### config.mk
export PLATFORM = sky130hd
export DESIGN_NAME = apb_i2c_cmd_sequencer
export DESIGN_NICKNAME = d
export VERILOG_FILES = /design/src/rtl/apb_i2c_cmd_sequencer.sv
export SDC_FILE = /design/constraint.sdc
export NUM_CORES = 1
export LEC_CHECK = 0
export ABC_AREA = 1
export CAP_MARGIN = 20
export CORE_MARGIN = 3
export CORE_UTILIZATION = 42
export DETAILED_ROUTE_END_ITERATION = 8
export HOLD_SLACK_MARGIN = 0.1
export PLACE_DENSITY = 0.86
export REMOVE_ABC_BUFFERS = 1
export SLEW_MARGIN = 20
export SYNTH_ARGS = -nofsm -noshare
export SYNTH_HDL_FRONTEND = slang
export SYNTH_SLANG_ARGS = --single-unit
export TNS_END_PERCENT = 10
### constraint.sdc
create_clock -name PCLK -period 4.26 [get_ports PCLK]
set_clock_uncertainty 0.05 [all_clocks]
set_input_delay 0.639 -clock PCLK [delete_from_list [all_inputs] [get_ports PCLK]]
set_output_delay 0.639 -clock PCLK [all_outputs]
set_load 0.02 [all_outputs]
### src/rtl/apb_i2c_cmd_sequencer.sv
// Purpose: APB master that turns one host command into one APB transfer against the I2C bridge slave.
// Latency: with a zero-wait slave, a command accepted at edge N gives SETUP at N+1, ACCESS at N+2 and rsp_valid from N+3.
// Backpressure: cmd_ready is high only in IDLE; the response is held until rsp_ready; PREADY and RX-empty waits are bounded by a watchdog.
module apb_i2c_cmd_sequencer #(
    parameter int TIMEOUT_CYCLES = 16,
    parameter int DATA_W         = 32
) (
    input  logic              PCLK,
    input  logic              PRESET,
    input  logic              cmd_valid,
    output logic              cmd_ready,
    input  logic [1:0]        cmd_op,
    input  logic [DATA_W-1:0] cmd_data,
    output logic              rsp_valid,
    input  logic              rsp_ready,
    output logic [DATA_W-1:0] rsp_data,
    output logic              rsp_err,
    output logic              rsp_timeout,
    output logic              PSELx,
    output logic              PENABLE,
    output logic              PWRITE,
    output logic [31:0]       PADDR,
    output logic [DATA_W-1:0] PWDATA,
    input  logic [DATA_W-1:0] PRDATA,
    input  logic              PREADY,
    input  logic              PSLVERR,
    input  logic              INT_RX
);

    localparam int CNT_W = $clog2(TIMEOUT_CYCLES + 1);
    localparam logic [CNT_W-1:0] CNT_LAST = CNT_W'(TIMEOUT_CYCLES - 1);

    typedef enum logic [2:0] {
        S_IDLE,
        S_WAIT_RX,
        S_SETUP,
        S_ACCESS,
        S_RESP
    } state_t;

    state_t            state_q, state_d;
    logic [CNT_W-1:0]  cnt_q, cnt_d;
    logic [31:0]       paddr_q, paddr_d;
    logic              pwrite_q, pwrite_d;
    logic [DATA_W-1:0] pwdata_q, pwdata_d;
    logic [DATA_W-1:0] rsp_data_q, rsp_data_d;
    logic              rsp_err_q, rsp_err_d;
    logic              rsp_timeout_q, rsp_timeout_d;

    // Next-state, watchdog counter, command latch and response capture.
    always_comb begin
        state_d       = state_q;
        cnt_d         = cnt_q;
        paddr_d       = paddr_q;
        pwrite_d      = pwrite_q;
        pwdata_d      = pwdata_q;
        rsp_data_d    = rsp_data_q;
        rsp_err_d     = rsp_err_q;
        rsp_timeout_d = rsp_timeout_q;
        case (state_q)
            S_IDLE: begin
                cnt_d = '0;
                if (cmd_valid) begin
                    // Register map is word-spaced: op selects offset op*4.
                    paddr_d  = {28'd0, cmd_op, 2'b00};
                    pwrite_d = (cmd_op != 2'd1);
                    pwdata_d = (cmd_op == 2'd1) ? '0 : cmd_data;
                    // A pop while the RX FIFO is empty must wait for data first.
                    if (cmd_op == 2'd1 && INT_RX) begin
                        state_d = S_WAIT_RX;
                    end else begin
                        state_d = S_SETUP;
                    end
                end
            end
            S_WAIT_RX: begin
                if (!INT_RX) begin
                    state_d = S_SETUP;
                end else if (cnt_q == CNT_LAST) begin
                    state_d       = S_RESP;
                    rsp_timeout_d = 1'b1;
                    rsp_err_d     = 1'b1;
                    rsp_data_d    = '0;
                end else begin
                    cnt_d = cnt_q + 1'b1;
                end
            end
            S_SETUP: begin
                cnt_d   = '0;
                state_d = S_ACCESS;
            end
            S_ACCESS: begin
                // PREADY is checked first so a late ready on the last cycle still completes.
                if (PREADY) begin
                    state_d       = S_RESP;
                    rsp_data_d    = pwrite_q ? '0 : PRDATA;
                    rsp_err_d     = PSLVERR;
                    rsp_timeout_d = 1'b0;
                end else if (cnt_q == CNT_LAST) begin
                    state_d       = S_RESP;
                    rsp_timeout_d = 1'b1;
                    rsp_err_d     = 1'b1;
                    rsp_data_d    = '0;
                end else begin
                    cnt_d = cnt_q + 1'b1;
                end
            end
            S_RESP: begin
                if (rsp_ready) begin
                    state_d = S_IDLE;
                end
            end
            default: begin
                state_d = S_IDLE;
            end
        endcase
    end

    // State and datapath registers with synchronous reset.
    always_ff @(posedge PCLK) begin
        if (PRESET) begin
            state_q       <= S_IDLE;
            cnt_q         <= '0;
            paddr_q       <= '0;
            pwrite_q      <= 1'b0;
            pwdata_q      <= '0;
            rsp_data_q    <= '0;
            rsp_err_q     <= 1'b0;
            rsp_timeout_q <= 1'b0;
        end else begin
            state_q       <= state_d;
            cnt_q         <= cnt_d;
            paddr_q       <= paddr_d;
            pwrite_q      <= pwrite_d;
            pwdata_q      <= pwdata_d;
            rsp_data_q    <= rsp_data_d;
            rsp_err_q     <= rsp_err_d;
            rsp_timeout_q <= rsp_timeout_d;
        end
    end

    assign cmd_ready   = (state_q == S_IDLE);
    assign rsp_valid   = (state_q == S_RESP);
    assign PSELx       = (state_q == S_SETUP) || (state_q == S_ACCESS);
    assign PENABLE     = (state_q == S_ACCESS);
    assign PADDR       = paddr_q;
    assign PWRITE      = pwrite_q;
    assign PWDATA      = pwdata_q;
    assign rsp_data    = rsp_data_q;
    assign rsp_err     = rsp_err_q;
    assign rsp_timeout = rsp_timeout_q;

endmodule
Word level (Yosys, flattened, before mapping)
Cells that the tools add are included.
{ "word_totals": {"ff_bits": 77, "wordCells": 55} }
{ "op_classes": {"n_addsub": 1, "eq_ne": 11, "mux": 25, "n_reduce_logical": 10} }
{ "op_table": {"columns": ["operator", "n"], "rows": [
  ["$mux W32", 5],
  ["$pmux W32 S2", 1],
  ["$mux W3", 5],
  ["$mux W5", 3],
  ["$pmux W3 S5", 1],
  ["$pmux W5 S3", 1],
  ["$eq A3 B2 Y1 const B", 2],
  ["$mux W1", 6],
  ["$ne A2 B2 Y1 const B", 3],
  ["$reduce_and A2 Y1", 3],
  ["$add A5 B1 Y5 const B", 1],
  ["$eq A5 B4 Y1 const B", 1],
  ["$ne A2 B1 Y1 const B", 2],
  ["$pmux W1 S2", 2],
  ["$eq A3 B1 Y1 const B", 1],
  ["$eq A3 B3 Y1 const B", 1],
  ["$logic_not A3 Y1", 1],
  ["$reduce_and A3 Y1", 1],
  ["$reduce_bool A3 Y1", 1],
  ["$eq A2 B1 Y1 const B", 1],
  ["$mux W2", 1],
  ["$reduce_bool A2 Y1", 1],
  ["$reduce_or A2 Y1", 1],
  ["$logic_and A1 B1 Y1", 1],
  ["$logic_or A1 B1 Y1", 1]
]} }

Depth between registers and ports, before layout
{ "logic_depth": {"word_depth": 5, "depth_mapped": 11, "mapped_depth_nobuf": 10} }

Worst setup path before layout
OpenSTA, ideal clock, no wires.
{ "synth_path": {"kind": "register to output", "startpoint": "register state_q[2]", "endpoint": "output rsp_valid", "arrival_time_ns": 0.999, "path_slack_ns": 2.572, "stages_incl_launch_ff": 3, "path_buffers": 0, "cell_sequence": "dfxtp_1 inv_2 nor3_1"} }
{ "synth_between": {"elab_chain_len": 1} }
{ "synth_rtl": {"columns": ["element", "line_no", "text"], "rows": [
  ["start, declared", "41", "state_t state_q, state_d;"],
  ["start signal, assigned", "131", "state_q <= state_d;"],
  ["$eq A3 B3 Y1", "143", "assign rsp_valid = (state_q == S_RESP);"],
  ["end, declared", "14", "output logic rsp_valid,"]
]} }
No other way between the ends.

Worst setup path in the final report
{ "layout_path": {"startpoint": "register state_q[0]", "endpoint": "output PENABLE"} }
{ "layout_between": {"elab_chain_len": 1} }
{ "layout_rtl": {"columns": ["element", "line_no", "text"], "rows": [
  ["$eq A3 B2 Y1", "145", "assign PENABLE = (state_q == S_ACCESS);"],
  ["end, declared", "20", "output logic PENABLE,"]
]} }
No other way between the ends.

==> impl_metrics.prom <==
# TYPE chip_impl_metric gauge
chip_impl_metric{name="internal_power",unit="mW"} 1.19
chip_impl_metric{name="sw_pwr",unit="mW"} 0.467
chip_impl_metric{name="cts.clk_slew.worst_paths",unit="ns"} 0.07
chip_impl_metric{name="grt_pass1_vias",unit=""} 3033
chip_impl_metric{name="io_buffer_count",unit=""} 145
chip_impl_metric{name="tns",unit="ns"} 0
chip_impl_metric{name="nFillCells",unit=""} 639
chip_impl_metric{name="critical_path_buf_inv_count",unit=""} 2
chip_impl_metric{name="min_delay_path_depth",unit=""} 2
chip_impl_metric{name="detail_route.wl_per_cell",unit="um"} 13.3
chip_impl_metric{name="dp.cells",unit=""} 652
chip_impl_metric{name="setup_violations",unit=""} 0
chip_impl_metric{name="globalRoute.totalOverflow",unit=""} 0
chip_impl_metric{name="place_congestion",unit=""} 0.882
chip_impl_info{name="rsz_0062_raised_after_global_routing",value="false"} 1
chip_impl_metric{name="wire_length_of_the_first_global_routing_pass",unit="um"} 14000
chip_impl_metric{name="die_area",unit="um2"} 8820
chip_impl_info{name="cts_root_buf",value="sky130_fd_sc_hd__clkbuf_8"} 1
chip_impl_metric{name="yosysWarningCount",unit=""} 0
chip_impl_metric{name="cts_htree_levels",unit=""} 3
chip_impl_metric{name="routed_wirelength",unit="um"} 8910
chip_impl_metric{name="met2_usage",unit=""} 0.341
chip_impl_metric{name="critical_path_data_arrival_time",unit="ns"} 1.89
chip_impl_metric{name="postCtsSetupRepairBufs",unit=""} 0
chip_impl_metric{name="nets",unit=""} 640
chip_impl_info{name="worst_setup_path_start_kind",value="register"} 1
chip_impl_info{name="most_used_cells_in_the_layout_excluding_fill_and_tap_cells",value="sky130_fd_sc_hd__clkdlybuf4s50_1 (144), sky130_fd_sc_hd__nand2_1 (125), sky130_fd_sc_hd__dfxtp_1 (77)"} 1
chip_impl_metric{name="die-height",unit="um"} 93.9
chip_impl_metric{name="worst_pin_slew",unit="ns"} 0.638
chip_impl_info{name="crit_path_end_kind",value="output port"} 1
chip_impl_info{name="run_status",value="finished, final reports clean"} 1
chip_impl_metric{name="critPathMaxFanout",unit=""} 9
chip_impl_info{name="timing.hold.worst.class",value="register to register"} 1
chip_impl_metric{name="synthCells",unit=""} 430
chip_impl_metric{name="r2r_cells",unit=""} 9
chip_impl_metric{name="power_per_cell_area",unit="nW/um2"} 347
chip_impl_metric{name="first_iter_violations",unit=""} 179
chip_impl_metric{name="placement_rows",unit=""} 31
chip_impl_metric{name="clkLatencyLatePin",unit="ns"} 0.33
chip_impl_info{name="setup.worst_path.class",value="register to output port"} 1
chip_impl_metric{name="power_switching_share",unit=""} 0.281
chip_impl_metric{name="avgSynthCellArea",unit="um2"} 7.55
chip_impl_metric{name="power_frac_comb",unit=""} 0.204
chip_impl_metric{name="vias",unit=""} 3220
chip_impl_metric{name="layout_worst_path_cycle_share",unit=""} 0.605
chip_impl_metric{name="ctsLongestPathBuffers",unit=""} 2
chip_impl_metric{name="global_route.usage.total",unit=""} 0.200
chip_impl_metric{name="ant_cells",unit=""} 0
chip_impl_metric{name="grt_use_met1",unit=""} 0.235
chip_impl_metric{name="synth_register_bits",unit=""} 77
chip_impl_metric{name="ant_nets",unit=""} 0
chip_impl_metric{name="largest_net_degree_at_the_start_of_global_routing",unit=""} 48
chip_impl_metric{name="drt_pass_1_iters",unit=""} 4
chip_impl_metric{name="unique_cell_type_count_in_the_yosys_netlist",unit=""} 24
chip_impl_metric{name="max-slew-margin-rel",unit=""} 0.573
chip_impl_metric{name="vdd_ir_drop_max",unit="mV"} 0.195
chip_impl_metric{name="dieWidth",unit="um"} 93.9
chip_impl_metric{name="fin_ws",unit="ns"} 1.68
chip_impl_metric{name="power.clock.fraction",unit=""} 0.326
chip_impl_metric{name="fmax",unit="MHz"} 388
chip_impl_info{name="critical_path.cell_chain",value="inv_1, nor2_2, clkdlybuf4s50_1"} 1
chip_impl_metric{name="finalNonFillerCells",unit=""} 668
chip_impl_metric{name="worst_path_depth",unit=""} 3
chip_impl_metric{name="fraction_of_final_layout_cells_with_drive_strength_greater_than_1",unit=""} 0.0527
chip_impl_info{name="critical-path-slowest-cell",value="sky130_fd_sc_hd__clkdlybuf4s50_1"} 1
chip_impl_metric{name="io_pins",unit=""} 176
chip_impl_metric{name="via_to_cell_ratio",unit=""} 4.82
chip_impl_metric{name="area_growth_syn_to_layout",unit="%"} 47.4
chip_impl_metric{name="place_ws",unit="ns"} 2.02
chip_impl_metric{name="timing.final.hold_violations",unit=""} 0
chip_impl_info{name="globalRoute.busiestLayer",value="met2"} 1
chip_impl_metric{name="detailed_place_hpwl",unit="um"} 6360
chip_impl_metric{name="cts_made_buffers",unit=""} 9
chip_impl_metric{name="cp_data_required_time",unit="ns"} 3.57
chip_impl_metric{name="floorplan.initialDensity",unit=""} 0.441
chip_impl_metric{name="ctsResizeCount",unit=""} 0
chip_impl_metric{name="finalCoreUtilization",unit=""} 0.649
chip_impl_metric{name="layout_min_cycle_time",unit="ns"} 2.58
chip_impl_info{name="cts_tree",value="built"} 1
chip_impl_metric{name="worst_path_largest_cell_delay",unit="ns"} 0.63
chip_impl_metric{name="timing.max_cap.violations",unit=""} 0
chip_impl_metric{name="core_area",unit="um2"} 7370
chip_impl_metric{name="timing_max_transition_violations_final",unit=""} 0
chip_impl_metric{name="groute.layer.met3.usage",unit=""} 0.0625
chip_impl_info{name="final_common_cell",value="sky130_fd_sc_hd__clkdlybuf4s50_1"} 1
chip_impl_metric{name="power.share.sequential",unit=""} 0.471
chip_impl_metric{name="drc_errors",unit=""} 0
chip_impl_metric{name="ctsHoldBuffers",unit=""} 0
chip_impl_metric{name="synth.cell_area",unit="um2"} 3250
chip_impl_metric{name="synth-seq-area-share",unit=""} 0.475
chip_impl_metric{name="clkSinkCount",unit=""} 77
chip_impl_metric{name="initial_antenna_violation_count",unit=""} 0
chip_impl_info{name="family_of_cells_with_the_greatest_summed_delay_on_the_critical_path",value="buffers and inverters"} 1
chip_impl_metric{name="p_leak",unit="nW"} 1.83
==> logic make-up (layout without fill, tap and decap cells) <==
kind of cell               Yosys count  in the layout  synth area share
adders and majority gates            3              3            0.0116
other                                1             30           0.00115
buffers and inverters               74            184             0.133
DFF                                 77             77             0.475
and+or+nand+nor                    192            192             0.250
AOI/OAI and AO/OA                   83             83             0.129
==> per-layer routing <==
layer  up-vias  wire length (um)  share of wire
met5         -                 0              0
met4         0               175          0.020
met3        18               685          0.077
met2       136              4460           0.50
met1      1474              3580           0.40
li1       1592                 -              -
==> flip-flops by register name, summed over array words and instances (netlist names) <==
name         flops
rsp_data        32
rsp_timeout      1
PADDR            2
rsp_err          1
PWDATA          32
PWRITE           1
cnt_q            5
state_q          3
==> cells in the mapped netlist (all sizes together) <==
library cell | number | area share
nand2 | 128 | 0.15
nor3 | 2 | 0.0031
nor3b | 1 | 0.0023
clkinv | 1 | 0.0015
conb | 1 | 0.0012
ha | 3 | 0.012
nor2 | 21 | 0.030
a21oi | 75 | 0.12
o21ai | 7 | 0.011
clkbuf | 7 | 0.0081
nand4 | 2 | 0.0058
o21a | 1 | 0.0023
nand3 | 38 | 0.059
buf | 47 | 0.10
dfxtp | 77 | 0.47
inv | 19 | 0.022
==> stage by stage <==
stage / total power, mW / instance area (um2) / hold slack, ns
finish: 1.66 / 4780 / 0.417
global route: 1.74 / 4780 / 0.435
CTS: 1.67 / 4780 / 0.419
detailed placement: 1.14 / 4590 / 0.408
global placement: 1.13 / 4590 / 0.401
floorplan: 0.957 / 3000 / 0.389
==> final cells by class <==
cell class	count	area (um2)	share of cell area
Sequential cell	77	1540	0.322
Clock buffer	12	145	0.0303
Inverter	20	76.3	0.0160
Timing Repair Buffer	148	1470	0.307
Tap cell	99	124	0.0259
Clock inverter	4	47.5	0.00994
Multi-Input combinational cell	308	1380	0.289
==> path summary, 6_finish.rpt <==
path                                              start                        to  slack, ns
worst max-delay path            state_q[0]$_SDFFE_PP0P_                   PENABLE       1.68
worst min register to register    PADDR[2]$_SDFFE_PP0P_     PADDR[2]$_SDFFE_PP0P_       0.42
worst max register to register    cnt_q[0]$_SDFFE_PP0P_  rsp_data[2]$_SDFFE_PP0P_       2.17
worst min-delay path              PADDR[2]$_SDFFE_PP0P_     PADDR[2]$_SDFFE_PP0P_       0.42
==> power groups by stage <==
| stage | clock network (mW) | registers (mW) | logic, mW |
|---|---|---|---|
| 3_3_place_gp | 0 | 0.794 | 0.333 |
| 3_5_place_dp | 0 | 0.797 | 0.338 |
| 2_1_floorplan | 0 | 0.831 | 0.126 |
| 6_report | 0.540 | 0.781 | 0.338 |
| 5_1_grt | 0.591 | 0.785 | 0.367 |
| 4_1_cts | 0.555 | 0.780 | 0.339 |
==> worst register-to-register path, stage by stage (launching register included) <==
cell                      delay [ns]
sky130_fd_sc_hd__dfxtp_1        0.38
sky130_fd_sc_hd__ha_1           0.19
sky130_fd_sc_hd__nand2_1        0.07
sky130_fd_sc_hd__nor2_1         0.14
sky130_fd_sc_hd__ha_1           0.25
sky130_fd_sc_hd__inv_1          0.07
sky130_fd_sc_hd__nand3_1        0.09
sky130_fd_sc_hd__nand2_2        0.37
sky130_fd_sc_hd__nand3_1        0.26
sky130_fd_sc_hd__a21oi_1        0.09
(Power assumes the default switching activity.)
